--- src/rtl/alu_ctrl_decoder_pkg.sv ---
// Shared types and constants for the ALU control decoder and the ALU that
// consumes its control word.
package alu_ctrl_decoder_pkg;

   // ALU operation codes; 4'b1000-4'b1111 are reserved and never produced.
   typedef enum logic [3:0] {
      ALU_AND = 4'b0000,
      ALU_OR  = 4'b0001,
      ALU_XOR = 4'b0010,
      ALU_ADD = 4'b0011,
      ALU_SUB = 4'b0100,
      ALU_SLL = 4'b0101,
      ALU_SRL = 4'b0110,
      ALU_SRA = 4'b0111
   } alu_op_e;

   // RV32 major opcodes that map onto an ALU operation.
   localparam logic [6:0] OPC_R      = 7'b0110011;
   localparam logic [6:0] OPC_I      = 7'b0010011;
   localparam logic [6:0] OPC_LOAD   = 7'b0000011;
   localparam logic [6:0] OPC_STORE  = 7'b0100011;
   localparam logic [6:0] OPC_BRANCH = 7'b1100011;

   // funct7 values that select the base or alternate (sub/sra) operation.
   localparam logic [6:0] F7_BASE = 7'b0000000;
   localparam logic [6:0] F7_ALT  = 7'b0100000;

   // One decoded control word as held in the output and skid registers.
   typedef struct packed {
      alu_op_e op;
      logic    src_imm;
      logic    illegal;
   } ctrl_t;

   localparam ctrl_t CTRL_RESET = '{op: ALU_AND, src_imm: 1'b0, illegal: 1'b0};

   // Occupancy of the two-entry buffer (output register + skid register).
   typedef enum logic [1:0] {
      BUF_EMPTY,
      BUF_ONE,
      BUF_FULL
   } buf_state_e;

   // Picks srl/sra from funct7; legal is cleared for any other funct7.
   function automatic alu_op_e shift_right_op(input logic [6:0] f7, output logic legal);
      legal = 1'b1;
      if (f7 == F7_ALT) begin
         return ALU_SRA;
      end
      if (f7 != F7_BASE) begin
         legal = 1'b0;
      end
      return ALU_SRL;
   endfunction

endpackage

--- src/rtl/alu_ctrl_decoder_if.sv ---
// Handshake and control-word bundle between the instruction source, the
// decoder and the ALU-side consumer.
interface alu_ctrl_decoder_if
   import alu_ctrl_decoder_pkg::*;
#(
   parameter int ERR_CNT_W = 8
);
   logic                 in_valid;
   logic                 in_ready;
   logic [31:0]          in_instr;
   logic                 out_valid;
   logic                 out_ready;
   alu_op_e              ALU_control;
   logic                 alu_src_imm;
   logic                 illegal;
   logic [ERR_CNT_W-1:0] err_count;

   // Environment side: supplies instructions and accepts control words.
   modport master (
      output in_valid, in_instr, out_ready,
      input  in_ready, out_valid, ALU_control, alu_src_imm, illegal, err_count
   );

   // Decoder side.
   modport slave (
      input  in_valid, in_instr, out_ready,
      output in_ready, out_valid, ALU_control, alu_src_imm, illegal, err_count
   );
endinterface

--- src/rtl/alu_ctrl_decoder_lut.sv ---
// Purely combinational RV32 instruction -> ALU control lookup.
module alu_ctrl_lut
   import alu_ctrl_decoder_pkg::*;
(
   input  logic [31:0] instr,
   output alu_op_e     ALU_control,
   output logic        alu_src_imm,
   output logic        illegal
);

   logic [6:0] opcode;
   logic [2:0] funct3;
   logic [6:0] funct7;
   logic       unused_bits;

   assign opcode      = instr[6:0];
   assign funct3      = instr[14:12];
   assign funct7      = instr[31:25];
   assign unused_bits = ^{instr[24:15], instr[11:7]};

   // Decode opcode/funct3/funct7; anything undecodable becomes an illegal add.
   always_comb begin
      logic    legal;
      logic    sr_legal;
      alu_op_e sr_op;
      ALU_control = ALU_ADD;
      alu_src_imm = 1'b0;
      illegal     = 1'b0;
      legal       = 1'b1;
      sr_op       = shift_right_op(funct7, sr_legal);
      case (opcode)
         OPC_R: begin
            alu_src_imm = 1'b0;
            case (funct3)
               3'b000: begin
                  if (funct7 == F7_BASE) begin
                     ALU_control = ALU_ADD;
                  end else if (funct7 == F7_ALT) begin
                     ALU_control = ALU_SUB;
                  end else begin
                     legal = 1'b0;
                  end
               end
               3'b001: ALU_control = ALU_SLL;
               3'b100: ALU_control = ALU_XOR;
               3'b101: begin
                  ALU_control = sr_op;
                  legal       = sr_legal;
               end
               3'b110: ALU_control = ALU_OR;
               3'b111: ALU_control = ALU_AND;
               default: legal = 1'b0;
            endcase
         end
         OPC_I: begin
            alu_src_imm = 1'b1;
            case (funct3)
               3'b000: ALU_control = ALU_ADD;
               3'b001: begin
                  ALU_control = ALU_SLL;
                  legal       = (funct7 == F7_BASE);
               end
               3'b100: ALU_control = ALU_XOR;
               3'b101: begin
                  ALU_control = sr_op;
                  legal       = sr_legal;
               end
               3'b110: ALU_control = ALU_OR;
               3'b111: ALU_control = ALU_AND;
               default: legal = 1'b0;
            endcase
         end
         OPC_LOAD, OPC_STORE: begin
            ALU_control = ALU_ADD;
            alu_src_imm = 1'b1;
         end
         OPC_BRANCH: begin
            ALU_control = ALU_SUB;
            alu_src_imm = 1'b0;
         end
         default: legal = 1'b0;
      endcase
      if (!legal) begin
         ALU_control = ALU_ADD;
         alu_src_imm = 1'b0;
         illegal     = 1'b1;
      end
   end

endmodule

--- src/rtl/alu_ctrl_decoder.sv ---
// Registered ALU control decoder: combinational lookup feeding a two-entry
// (output + skid) buffer, plus a saturating illegal-instruction counter.
module alu_ctrl_decoder
   import alu_ctrl_decoder_pkg::*;
#(
   parameter int ERR_CNT_W = 8
)(
   input logic               clk,
   input logic               rst_n,
   alu_ctrl_decoder_if.slave bus
);

   localparam logic [ERR_CNT_W-1:0] ERR_MAX = '1;

   alu_op_e              lut_op;
   logic                 lut_src_imm;
   logic                 lut_illegal;
   ctrl_t                lut_word;
   ctrl_t                out_word;
   ctrl_t                skid_word;
   buf_state_e           state;
   buf_state_e           next_state;
   logic                 in_ready_q;
   logic                 in_fire;
   logic                 out_fire;
   logic                 load_out_lut;
   logic                 load_out_skid;
   logic                 load_skid;
   logic [ERR_CNT_W-1:0] err_cnt;

   alu_ctrl_lut u_lut (
      .instr       (bus.in_instr),
      .ALU_control (lut_op),
      .alu_src_imm (lut_src_imm),
      .illegal     (lut_illegal)
   );

   assign lut_word = '{op: lut_op, src_imm: lut_src_imm, illegal: lut_illegal};
   assign in_fire  = bus.in_valid && in_ready_q;
   assign out_fire = (state != BUF_EMPTY) && bus.out_ready;

   // Buffer occupancy transitions and which register loads from where.
   // A full buffer never sees an input handshake because in_ready is low.
   always_comb begin
      next_state    = state;
      load_out_lut  = 1'b0;
      load_out_skid = 1'b0;
      load_skid     = 1'b0;
      case (state)
         BUF_EMPTY: begin
            if (in_fire) begin
               next_state   = BUF_ONE;
               load_out_lut = 1'b1;
            end
         end
         BUF_ONE: begin
            if (in_fire && out_fire) begin
               load_out_lut = 1'b1;
            end else if (in_fire) begin
               next_state = BUF_FULL;
               load_skid  = 1'b1;
            end else if (out_fire) begin
               next_state = BUF_EMPTY;
            end
         end
         BUF_FULL: begin
            if (out_fire) begin
               next_state    = BUF_ONE;
               load_out_skid = 1'b1;
            end
         end
         default: next_state = BUF_EMPTY;
      endcase
   end

   // State register; in_ready is registered so it stays low for the first
   // cycle out of reset and only drops once the skid slot is occupied.
   always_ff @(posedge clk or negedge rst_n) begin
      if (!rst_n) begin
         state      <= BUF_EMPTY;
         in_ready_q <= 1'b0;
      end else begin
         state      <= next_state;
         in_ready_q <= (next_state != BUF_FULL);
      end
   end

   // Output and skid data registers; the output word holds while stalled.
   always_ff @(posedge clk or negedge rst_n) begin
      if (!rst_n) begin
         out_word  <= CTRL_RESET;
         skid_word <= CTRL_RESET;
      end else begin
         if (load_out_lut) begin
            out_word <= lut_word;
         end else if (load_out_skid) begin
            out_word <= skid_word;
         end
         if (load_skid) begin
            skid_word <= lut_word;
         end
      end
   end

   // Count accepted illegal words, sticking at the maximum value.
   always_ff @(posedge clk or negedge rst_n) begin
      if (!rst_n) begin
         err_cnt <= '0;
      end else if (in_fire && lut_illegal && (err_cnt != ERR_MAX)) begin
         err_cnt <= err_cnt + 1'b1;
      end
   end

   assign bus.in_ready    = in_ready_q;
   assign bus.out_valid   = (state != BUF_EMPTY);
   assign bus.ALU_control = out_word.op;
   assign bus.alu_src_imm = out_word.src_imm;
   assign bus.illegal     = out_word.illegal;
   assign bus.err_count   = err_cnt;

endmodule

--- src/flat_wrapper.sv ---
// flat-port wrapper written by rule: the top's interface ports become plain ports
module alu_ctrl_decoder_flat import alu_ctrl_decoder_pkg::*;
#(
   parameter int ERR_CNT_W = 8
)
  (clk, rst_n, bus_in_valid, bus_in_instr, bus_out_ready, bus_in_ready, bus_out_valid, bus_ALU_control, bus_alu_src_imm, bus_illegal, bus_err_count);
  alu_ctrl_decoder_if #(.ERR_CNT_W(ERR_CNT_W)) bus_i ();
  input logic clk;
  input logic rst_n;
  input wire logic [$bits(bus_i.in_valid)-1:0] bus_in_valid;
  input wire logic [$bits(bus_i.in_instr)-1:0] bus_in_instr;
  input wire logic [$bits(bus_i.out_ready)-1:0] bus_out_ready;
  output wire logic [$bits(bus_i.in_ready)-1:0] bus_in_ready;
  output wire logic [$bits(bus_i.out_valid)-1:0] bus_out_valid;
  output wire logic [$bits(bus_i.ALU_control)-1:0] bus_ALU_control;
  output wire logic [$bits(bus_i.alu_src_imm)-1:0] bus_alu_src_imm;
  output wire logic [$bits(bus_i.illegal)-1:0] bus_illegal;
  output wire logic [$bits(bus_i.err_count)-1:0] bus_err_count;
  assign bus_i.in_valid = bus_in_valid;
  assign bus_i.in_instr = bus_in_instr;
  assign bus_i.out_ready = bus_out_ready;
  assign bus_in_ready = bus_i.in_ready;
  assign bus_out_valid = bus_i.out_valid;
  assign bus_ALU_control = bus_i.ALU_control;
  assign bus_alu_src_imm = bus_i.alu_src_imm;
  assign bus_illegal = bus_i.illegal;
  assign bus_err_count = bus_i.err_count;
  alu_ctrl_decoder #(.ERR_CNT_W(ERR_CNT_W)) u_core (.clk(clk), .rst_n(rst_n), .bus(bus_i));
endmodule
--- config.mk ---
export PLATFORM = sky130hd
export DESIGN_NAME = alu_ctrl_decoder_flat
export DESIGN_NICKNAME = d
export VERILOG_FILES = /design/src/rtl/alu_ctrl_decoder_pkg.sv /design/src/rtl/alu_ctrl_decoder_if.sv /design/src/rtl/alu_ctrl_decoder_lut.sv /design/src/rtl/alu_ctrl_decoder.sv /design/src/flat_wrapper.sv
export SDC_FILE = /design/constraint.sdc
export NUM_CORES = 1
export LEC_CHECK = 0
export CAP_MARGIN = 20
export CELL_PAD_IN_SITES_DETAIL_PLACEMENT = 2
export CELL_PAD_IN_SITES_GLOBAL_PLACEMENT = 2
export CORE_MARGIN = 4
export CORE_UTILIZATION = 26
export DETAILED_ROUTE_END_ITERATION = 8
export PLACE_DENSITY = 0.92
export SLEW_MARGIN = 10
export SYNTH_ARGS = -nofsm -noshare
export SYNTH_HDL_FRONTEND = slang
export SYNTH_SLANG_ARGS = --single-unit
--- constraint.sdc ---
create_clock -name clk -period 2.7 [get_ports clk]
set_input_delay 0.675 -clock clk [delete_from_list [all_inputs] [get_ports clk]]
set_output_delay 0.675 -clock clk [all_outputs]
set_load 0.01 [all_outputs]
==> metrics.cfg <==
[run_status]
status = completed

[clock_tree]
cts_resized = 0
clk_latency_ns = 0.27
cts-hold-fix-buffers = 0
clock_path_buffers = 2
clock-sinks = 21
cts_buffers = 3
root_buffer = clkbuf_8
cts_setup_buffers = 0
clk_transition_reported_paths_ns = 0.08
cts-htree-levels = 1
cts_tree = built

[synth]
synth.distinct_cells = 45
synth_top_family_by_area = simple AND/OR/NAND/NOR gates
ys_warn_count = 0
ys_seq_area_share_pct = 41.8
synth_compound_area_share_pct = 15.4
synth_adder_area_share_pct = 0.996
netlist_area_um2 = 1260
syn_nets = 168
yosys_most_used_dff = dfrtp_1
syn_inst = 131
muxShareOfSynthArea_pct = 4.38
synth_edf_count = 0
avgSynthCellArea_um2 = 9.59
synth-simple-area-share_pct = 27.4
synth_xor_area_share_pct = 5.58
async_reset_ff_share_pct = 100
synth_seq_cells = 21

[detailed_routing]
routed_wl_um = 3680
first_pass_iters = 3
routedWlPerCell_um = 15.9
initialDrtViolationCount = 24
antenna_left = 0
drc = 0
vias_per_cell = 5.17
num_vias = 1194

[global_routing]
antenna_found_initial = 0
grt_pass1_vias = 1345
grt_pass1_wl_um = 6300
overflow = 0
grt_max_degree = 22
grtUsageTotal_pct = 13.3

[finish]
fin_nets = 215
final_cell_count_no_fill = 231
diodes = 0
fillCellCount = 534
postLayoutCellArea_um2 = 1770
utilization_pct = 37.6
mostFrequentLayoutCells = 35 x clkdlybuf4s50_1, 21 x dfrtp_1, 12 x nor2_1, 11 x buf_4, 10 x nand2_1
layout_commonest_cell = clkdlybuf4s50_1
drive_gt1_share_pct = 18.1
area_growth_pct = 40.5

[pwr]
switchingPower_w = 0.000426
seqPwrFrac_pct = 41.3
irDropWorstVdd_v = 0.000266
leakage_nw = 0.693
intPower_w = 0.000791
combPwrFrac_pct = 40.5
power_density_nw_per_um2 = 689
power_frac_clock_pct = 18.2
p_sw_share_pct = 35.0

[place]
dp.cells = 227
dpl_cell_area_um2 = 1720
gp_congestion = 0.737
io_buffers = 35
hpwl_um = 2890
post-place-ws_ns = -0.0274

[sta]
clock.fmax_ghz = 0.411
slew_viol_final = 0
finalSetupViolCount = 0
finClkSkew_ns = 0.00436
period_share_pct = 90.0
timing_hold_violations_final = 0
rsz0062_at_grt = no
setup_ws_ns = 0.269
worst_hold_slack_ns = 0.501
timing.final.crit_period_ns = 2.43

[floorplan]
start_util_pct = 26.8
row_count = 25
fp.dieH_um = 77.5
ios = 52
die_w_um = 77.5
dieArea_um2 = 6010
coreArea_um2 = 4690

[setup_path]
cp_max_fo = 5
worst-setup-path-type = input port to flip-flop
start_kind = input port
cp.required_ns = 2.90
end_kind = flip-flop
arrival_ns = 2.63

[worst_hold_path]
min_path_type = flip-flop to flip-flop

[job]
drv_cap = 0

-- synthesized netlist by cell type, types with 2 or more instances --
library cell / instances / area, um2
dfrtp_1: 21 / 526
nor2_1: 12 / 45.0
nand2_1: 10 / 37.5
a21oi_1: 8 / 40.0
nand3_1: 8 / 40.0
xnor2_1: 8 / 70.1
a31oi_1: 6 / 37.5
inv_1: 4 / 15.0
mux2_2: 4 / 45.0
nand2b_1: 3 / 18.8
nand4_1: 3 / 18.8
nor2b_1: 3 / 18.8
o21ai_0: 3 / 15.0
a31o_2: 2 / 17.5
and3_1: 2 / 12.5
nand3b_1: 2 / 15.0
nor3_1: 2 / 10.0
or2_2: 2 / 12.5
or2b_2: 2 / 17.5
-- final timing paths --
path	depth (start not counted)	slack, ns	to	from
worst min register to register	1	0.50	u_core.bus.err_count[6]	u_core.bus.err_count[6]
min in group asynchronous	2	0.75	u_core.bus.err_count[1]	rst_n
worst max-delay path	6	0.27	u_core.bus.ALU_control[2]	bus_in_instr[14]
worst max register to register	6	1.05	u_core.bus.err_count[1]	u_core.bus.err_count[0]
worst min-delay path	1	0.50	u_core.bus.err_count[6]	u_core.bus.err_count[6]
max in group asynchronous	2	1.73	u_core.state[0]	rst_n
-- cell families after synthesis --
logic type	after synthesis
simple gates	58
compound gates	29
flops	21
xor+xnor	8
buf+inv	8
mux	5
fa+ha+maj	1
other cells	1
-- power groups by stage --
stage / clock network, W / registers (W) / logic [W]
after global routing: 0.000242 / 0.000526 / 0.000546
final: 0.000221 / 0.000503 / 0.000493
after detailed placement: 0 / 0.000511 / 0.000499
after global placement: 0 / 0.000505 / 0.000475
after floorplan: 0 / 0.000519 / 0.000218
after CTS: 0.000228 / 0.000507 / 0.000502
-- critical path: stages --
cell and delay (ns):
clkdlybuf4s50_1 0.55, inv_1 0.11, a31o_1 0.24, o32a_1 0.36
or4_4 0.50, a31oi_1 0.19
-- layer usage --
layer  track usage (%)  vias up  part of all wire (%)
met4              7.47        0                   2.5
met5                 0        -                     0
met2              24.1       31                    51
met3              1.86        5                   4.7
li1                  -      562                     -
met1              14.8      596                    42
-- per-stage QoR --
stage	total power, W	TNS (ns)
global placement	0.000980	0
floorplan	0.000736	0
detailed placement	0.00101	-0.0338
finish	0.00122	0
CTS	0.00124	0
global route	0.00131	0
-- state kept, by name, summed over array words and instances, names as in the netlist --
| name | count |
|---|---|
| u_core.bus.ALU_control | 3 |
| u_core.bus.alu_src_imm | 1 |
| u_core.bus.err_count | 8 |
| u_core.bus.illegal | 1 |
| u_core.bus.in_ready | 1 |
| u_core.skid_word | 5 |
| u_core.state | 2 |
-- final cells by class --
type	instances	area [um2]	area share, %
Tap cell	54	67.6	3.83
Timing Repair Buffer	46	433	24.5
Sequential cell	21	526	29.8
Multi-Input combinational cell	102	679	38.5
Inverter	4	15.0	0.850
Clock buffer	4	45.0	2.55
Power figures use the tool's default switching activity.
==> variant 1, RTL diff (same flow settings) <==
`ERR_CNT_W` is set to 8 in 3 places; all go to 7.
--- a/src/rtl/alu_ctrl_decoder_if.sv
+++ b/src/rtl/alu_ctrl_decoder_if.sv
@@ -3,7 +3,7 @@
 interface alu_ctrl_decoder_if
    import alu_ctrl_decoder_pkg::*;
 #(
-   parameter int ERR_CNT_W = 8
+   parameter int ERR_CNT_W = 7
 );
    logic                 in_valid;
    logic                 in_ready;
--- a/src/rtl/alu_ctrl_decoder.sv
+++ b/src/rtl/alu_ctrl_decoder.sv
@@ -3,7 +3,7 @@
 module alu_ctrl_decoder
    import alu_ctrl_decoder_pkg::*;
 #(
-   parameter int ERR_CNT_W = 8
+   parameter int ERR_CNT_W = 7
 )(
    input logic               clk,
    input logic               rst_n,
--- a/src/flat_wrapper.sv
+++ b/src/flat_wrapper.sv
@@ -1,7 +1,7 @@
 // flat-port wrapper written by rule: the top's interface ports become plain ports
 module alu_ctrl_decoder_flat import alu_ctrl_decoder_pkg::*;
 #(
-   parameter int ERR_CNT_W = 8
+   parameter int ERR_CNT_W = 7
 )
   (clk, rst_n, bus_in_valid, bus_in_instr, bus_out_ready, bus_in_ready, bus_out_valid, bus_ALU_control, bus_alu_src_imm, bus_illegal, bus_err_count);
   alu_ctrl_decoder_if #(.ERR_CNT_W(ERR_CNT_W)) bus_i ();
Interface: changed (resized bus_err_count); port bits go from 52 to 51. No check against the original RTL was run, so the function may have changed too.
==> variant 1 against the unedited design <==
- design area down 5.5%
- largest power group unchanged
- sequential share of layout area is 0.24 points higher
- utilization is 0.099 points lower
- synthesized area decreased by 2.8%
- clock skew down 0.0032 ns
- first-iteration DRC count is 33% higher
- critical path type unchanged
- sequential cell count shrank 1
- fmax is 1.9% higher
- setup slack improved by 0.044 ns
- wire length down 5.3%
- register-to-register slack worse by 0.22 ns
- total power down 5.7%
- sequential power is 4.2% lower
==> variant 1: results (changes against the unedited design) <==
- Status: finished, final reports clean
- Hold Crit Endpoint: u_core.skid_word[0]
- Max rail drop VDD: 0.172 mV (-35%)
- Drt pass-1 iters: 2 (-1)
- Crit Path Max Fanout: 6 (+1)
- Placed insts: 209 (-7.9%)
- First-pass GRT wire length: 6.19 mm (-1.7%)
- Slack of the worst reg-to-reg path: 0.83 ns (-0.22 ns)
- Leak: 0.000666 µW (-3.9%)
- WL/cell: 16.4 µm (+3.2%)
- Hold Startpoint: u_core.skid_word[0]
- Vias in the first global route: 1284 (-4.5%)
- Gr usage total: 12.8% (-0.52 points)
- Placed wire-length estimate: 2.90 mm (+0.50%)
- Worst-path clk slew: 0.07 ns
- Data arrival, critical path: 2.53 ns (-0.10 ns)
- WHS Path Cells: 2 (+1)
- # fillers: 494 (-7.5%)
- DP Worst Slack: 0.0426 ns (+0.0700 ns)
- Ratio of cells with drive above 1 in the final layout: 15.0% (-3.1 points)
- Cts repair resizes: 0 (unchanged)
- DRT iter0 DRCs: 32 (+33%)
- Fin Clk Skew: 0.00115 ns (-0.00321 ns)
- Routed wire length: 3.49 mm (-5.3%)
- Synth Net Count: 161 (-4.2%)
- Met2 wire length: 1.89 mm (+0.37%)
- IO buf count: 34 (-2.9%)
- Cell variety after synth: 48 (+6.7%)
- Sequential-to-total area share from yosys stat: 41.0% (-0.85 points)
- Via density: 5.12 (-0.89%)
- Global placer's final weighted congestion: 0.762 (+3.4%)
- Max FFs per register: 7 (-1)
- Worst skew pair latency: 0.25 ns (-0.02 ns)
- Top cells by count, synth: 20 x dfrtp_1, 13 x nand2_1, 10 x nor2_1
- Metal3 WL: 180 µm (+4.0%)
- Syn_area_per_cell: 9.85 µm² (+2.7%)
## variant 1: changes by cell type after synthesis, sizes merged, moves of 3 or more
cell	change
nand2	+6
a22oi	+3
a31oi	-4
o21ai	+6
mux2i	+3
nand3	-6
## variant 1: logic make-up (layout without fill, tap and decap cells)
kind of cell | count (synthesis) | after routing | share of synthesized area [%]
and+or+nand+nor | 53 | 53 | 25.5
AOI/OAI and AO/OA | 31 | 31 | 20.0
DFF | 20 | 20 | 41.0
xor gates and xnor gates | 6 | 6 | 4.30
muxes | 6 | 6 | 5.43
buffers and inverters | 6 | 42 | 2.46
adders and majority gates | 1 | 1 | 1.02
other | 1 | 1 | 0.307
## variant 1: worst max-delay path: stages
cell	delay, ns
clkdlybuf4s50_1	0.54
nor2b_4	0.24
nor3b_1	0.32
a31o_4	0.24
a21oi_4	0.09
nand2_2	0.12
mux2_4	0.30
## variant 1: power groups by stage
stage	Sequential, µW	Combinational (µW)	Clock (µW)
after global placement	476	456	0
final	482	477	188
after detailed placement	489	481	0
after global routing	501	526	210
after CTS	484	487	196
after floorplan	497	218	0
## variant 1: per-stage QoR
stage	instance area, µm²	utilization [%]	hold WS, ns
final	1670	37.5	0.484
after global routing	1670	37.5	0.526
after CTS	1670	37.5	0.488
after detailed placement	1630	36.6	0.473
after global placement	1630	36.6	0.462
after floorplan	1220	-	0.379
## variant 1: routing by layer
layer,global-route usage (%),vias to the layer above
li1,-,506
met1,13.2,543
met2,25.1,33
met3,3.31,4
met4,3.26,0
met5,0,-
## variant 1: worst max path at each step
stage	start	end	slack, ns	cells after the start
final	bus_in_instr[4]	u_core.bus.err_count[1]	0.31	7
after global routing	bus_in_instr[4]	u_core.bus.err_count[1]	0.19	7
after CTS	bus_in_instr[4]	u_core.bus.err_count[1]	0.30	7
after detailed placement	bus_in_instr[4]	u_core.bus.err_count[1]	0.04	7
after global placement	bus_in_instr[4]	u_core.bus.err_count[1]	0.14	7
after floorplan	bus_in_instr[2]	u_core.bus.err_count[1]	0.68	6
## variant 1: area by class of cell
cell class	count	area, µm²	share of cell area, %
Tap cell	52	65.1	3.90
Clock buffer	3	41.3	2.48
Inverter	2	7.51	0.450
Multi-Input combinational cell	98	691	41.4
Sequential cell	20	500	30.0
Timing Repair Buffer	37	363	21.8
==> variant 2, RTL diff (same flow settings) <==
Without the edit above. Reset style: synchronous (`rst_n`), changed in 3 clocked blocks.
--- a/src/rtl/alu_ctrl_decoder.sv
+++ b/src/rtl/alu_ctrl_decoder.sv
@@ -75,7 +75,7 @@
 
    // State register; in_ready is registered so it stays low for the first
    // cycle out of reset and only drops once the skid slot is occupied.
-   always_ff @(posedge clk or negedge rst_n) begin
+   always_ff @(posedge clk) begin
       if (!rst_n) begin
          state      <= BUF_EMPTY;
          in_ready_q <= 1'b0;
@@ -86,7 +86,7 @@
    end
 
    // Output and skid data registers; the output word holds while stalled.
-   always_ff @(posedge clk or negedge rst_n) begin
+   always_ff @(posedge clk) begin
       if (!rst_n) begin
          out_word  <= CTRL_RESET;
          skid_word <= CTRL_RESET;
@@ -103,7 +103,7 @@
    end
 
    // Count accepted illegal words, sticking at the maximum value.
-   always_ff @(posedge clk or negedge rst_n) begin
+   always_ff @(posedge clk) begin
       if (!rst_n) begin
          err_cnt <= '0;
       end else if (in_fire && lut_illegal && (err_cnt != ERR_MAX)) begin
Behaviour: differs if rst_n is asserted again (counterexample within 4 cycles, from zero or initial values and one cycle with rst_n low); with rst_n held inactive, the same outputs for 10 cycles.
==> variant 2 against the unedited design <==
- setup slack worse by 0.17 ns
- count of clock-buffer cells in the layout unchanged
- clock skew decreased by 0.0029 ns
- critical path type unchanged
- die area fell by 1.6%
- first-iteration DRC count decreased by 17%
- design area grew 1.8%
- synthesized area is 1.8% lower
- sequential cell count did not move
- largest cell class unchanged
- hold slack improved by 0.00098 ns
- wire length rose by 9.3%
Power is not compared: it rests on default switching activity, and its combinational part moved more than twofold at a synthesized area within 25%.
==> variant 2: results (changes against the unedited design) <==
- Status: finished, final reports clean
- Hold Startpoint: u_core.bus.err_count[5]
- Top delay family on crit path: simple AND/OR/NAND/NOR gates
- Worst reg2reg path endpoint: u_core.bus.err_count[5]
- Ranking of synthesized cells by area: dfxtp_1 34%, o21ai_0 6.9%, a21oi_1 5.3%
- Sequential-to-total area share from yosys stat: 34.1% (-7.8 points)
- Root Buffer: clkbuf_8
- Slowest-stage cell, CP: or4bb_4
- #FFs+latches synth: 21 (unchanged)
- Routed wire length: 4.02 mm (+9.3%)
- Data arrival, critical path: 2.76 ns (+0.13 ns)
- Worst skew pair latency: 0.26 ns
- Met2 wire length: 2.10 mm (+12%)
- Comb_multi_in: 117 (+15%)
- Metal3 WL: 146 µm (-16%)
- Global placer's final weighted congestion: 0.761 (+3.3%)
- Via Count: 1308 (+9.5%)
- Top cells by count, synth: 21 x dfxtp_1, 17 x o21ai_0, 13 x a21oi_1
- H-tree lvl count: 1 (unchanged)
- DRT iter0 DRCs: 20 (-17%)
- Register area: 420 µm² (-20%)
- Setup crit start: bus_in_instr[0]
- Largest net degree at the start of global routing: 23 (+4.5%)
- Synth Net Count: 184 (+9.5%)
- GR Util met1: 16.2% (+1.5 points)
- Max FFs per register: 8 (unchanged)
- Ratio of cells with drive above 1 in the final layout: 19.3% (+1.2 points)
- Worst Setup EP: u_core.skid_word[3]
- Worst-path clk slew: 0.08 ns (about the same)
- First-pass GRT wire length: 6.64 mm (+5.4%)
- Data buffer area share: 26.2% (+1.6 points)
- Non-clk bufs: 51 (+11%)
- Vias in the first global route: 1372 (+2.0%)
- Placed wire-length estimate: 3.18 mm (+10%)
- # nets final: 235 (+9.3%)
- Worst r2r src: u_core.bus.err_count[0]
- Met2 Resource Use GR: 25.3% (+1.2 points)
- Multi-input combinational cell area: 782 µm² (+15%)
- Postcts setup bufs: 0 (unchanged)
- Diodes inserted: 0 (unchanged)
- Hold Crit Endpoint: u_core.bus.err_count[5]
- Met3 Resource Use GR: 3.04% (+1.2 points)
- FF-to-FF path depth: 7 (+1)
- Crit path largest cell delay: 0.54 ns
- Clock buf count: 4 (unchanged)
- Synth async-reset ratio: 0% (-100 points)
- # fillers: 493 (-7.7%)
- YS warnings: 0 (unchanged)
- Cell variety after synth: 44 (-2.2%)
- Clock network area share: 2.51% (-0.046 points)
- Worst-Margin Slew: 0.666 ns
- Fin Clk Skew: 0.00143 ns (-0.00293 ns)
- Gr usage total: 13.5% (+0.23 points)
- WHS Path Cells: 2 (+1)
- Top Metal Used: met3
- Wire length on met1: 1.77 mm (+16%)
- Crit Path Max Fanout: 3 (-2)
- Slack of the worst reg-to-reg path: 0.63 ns (-0.42 ns)
- IO buf count: 35 (unchanged)
variant 2: cell count changes after synthesis, sizes merged, moves of 7 or more:
cell / change
dfxtp: +21
a21boi: +8
or3: +7
xnor2: -7
o21ai: +14
dfrtp: -21
variant 2: cells by family after synthesis:
family / synth area share (%)
buf+inv: 3.65
xor+xnor: 0.710
other cells: 0.304
mux: 5.27
simple gates: 24.6
fa+ha+maj: 1.01
flops: 34.1
compound gates: 30.3
variant 2: stage by stage:
step	hold slack, ns	TNS (ns)	cell area (µm²)	instances	worst slack [ns]
finish	0.502	0	1800	249	0.0957
global route	0.519	0	1800	249	0.00397
CTS	0.507	0	1780	249	0.00438
detailed placement	0.491	-3.06	1740	245	-0.241
global placement	0.485	-1.44	1740	245	-0.161
floorplan	0.482	0	1230	147	0.380
variant 2: power by group through the flow:
stage               registers (µW)  logic (µW)  clock network (µW)
floorplan                      341        61.4                   0
global placement               339         144                   0
detailed placement             340         151                   0
CTS                            333         154                 218
global route                   335         167                 237
finish                         332         152                 210
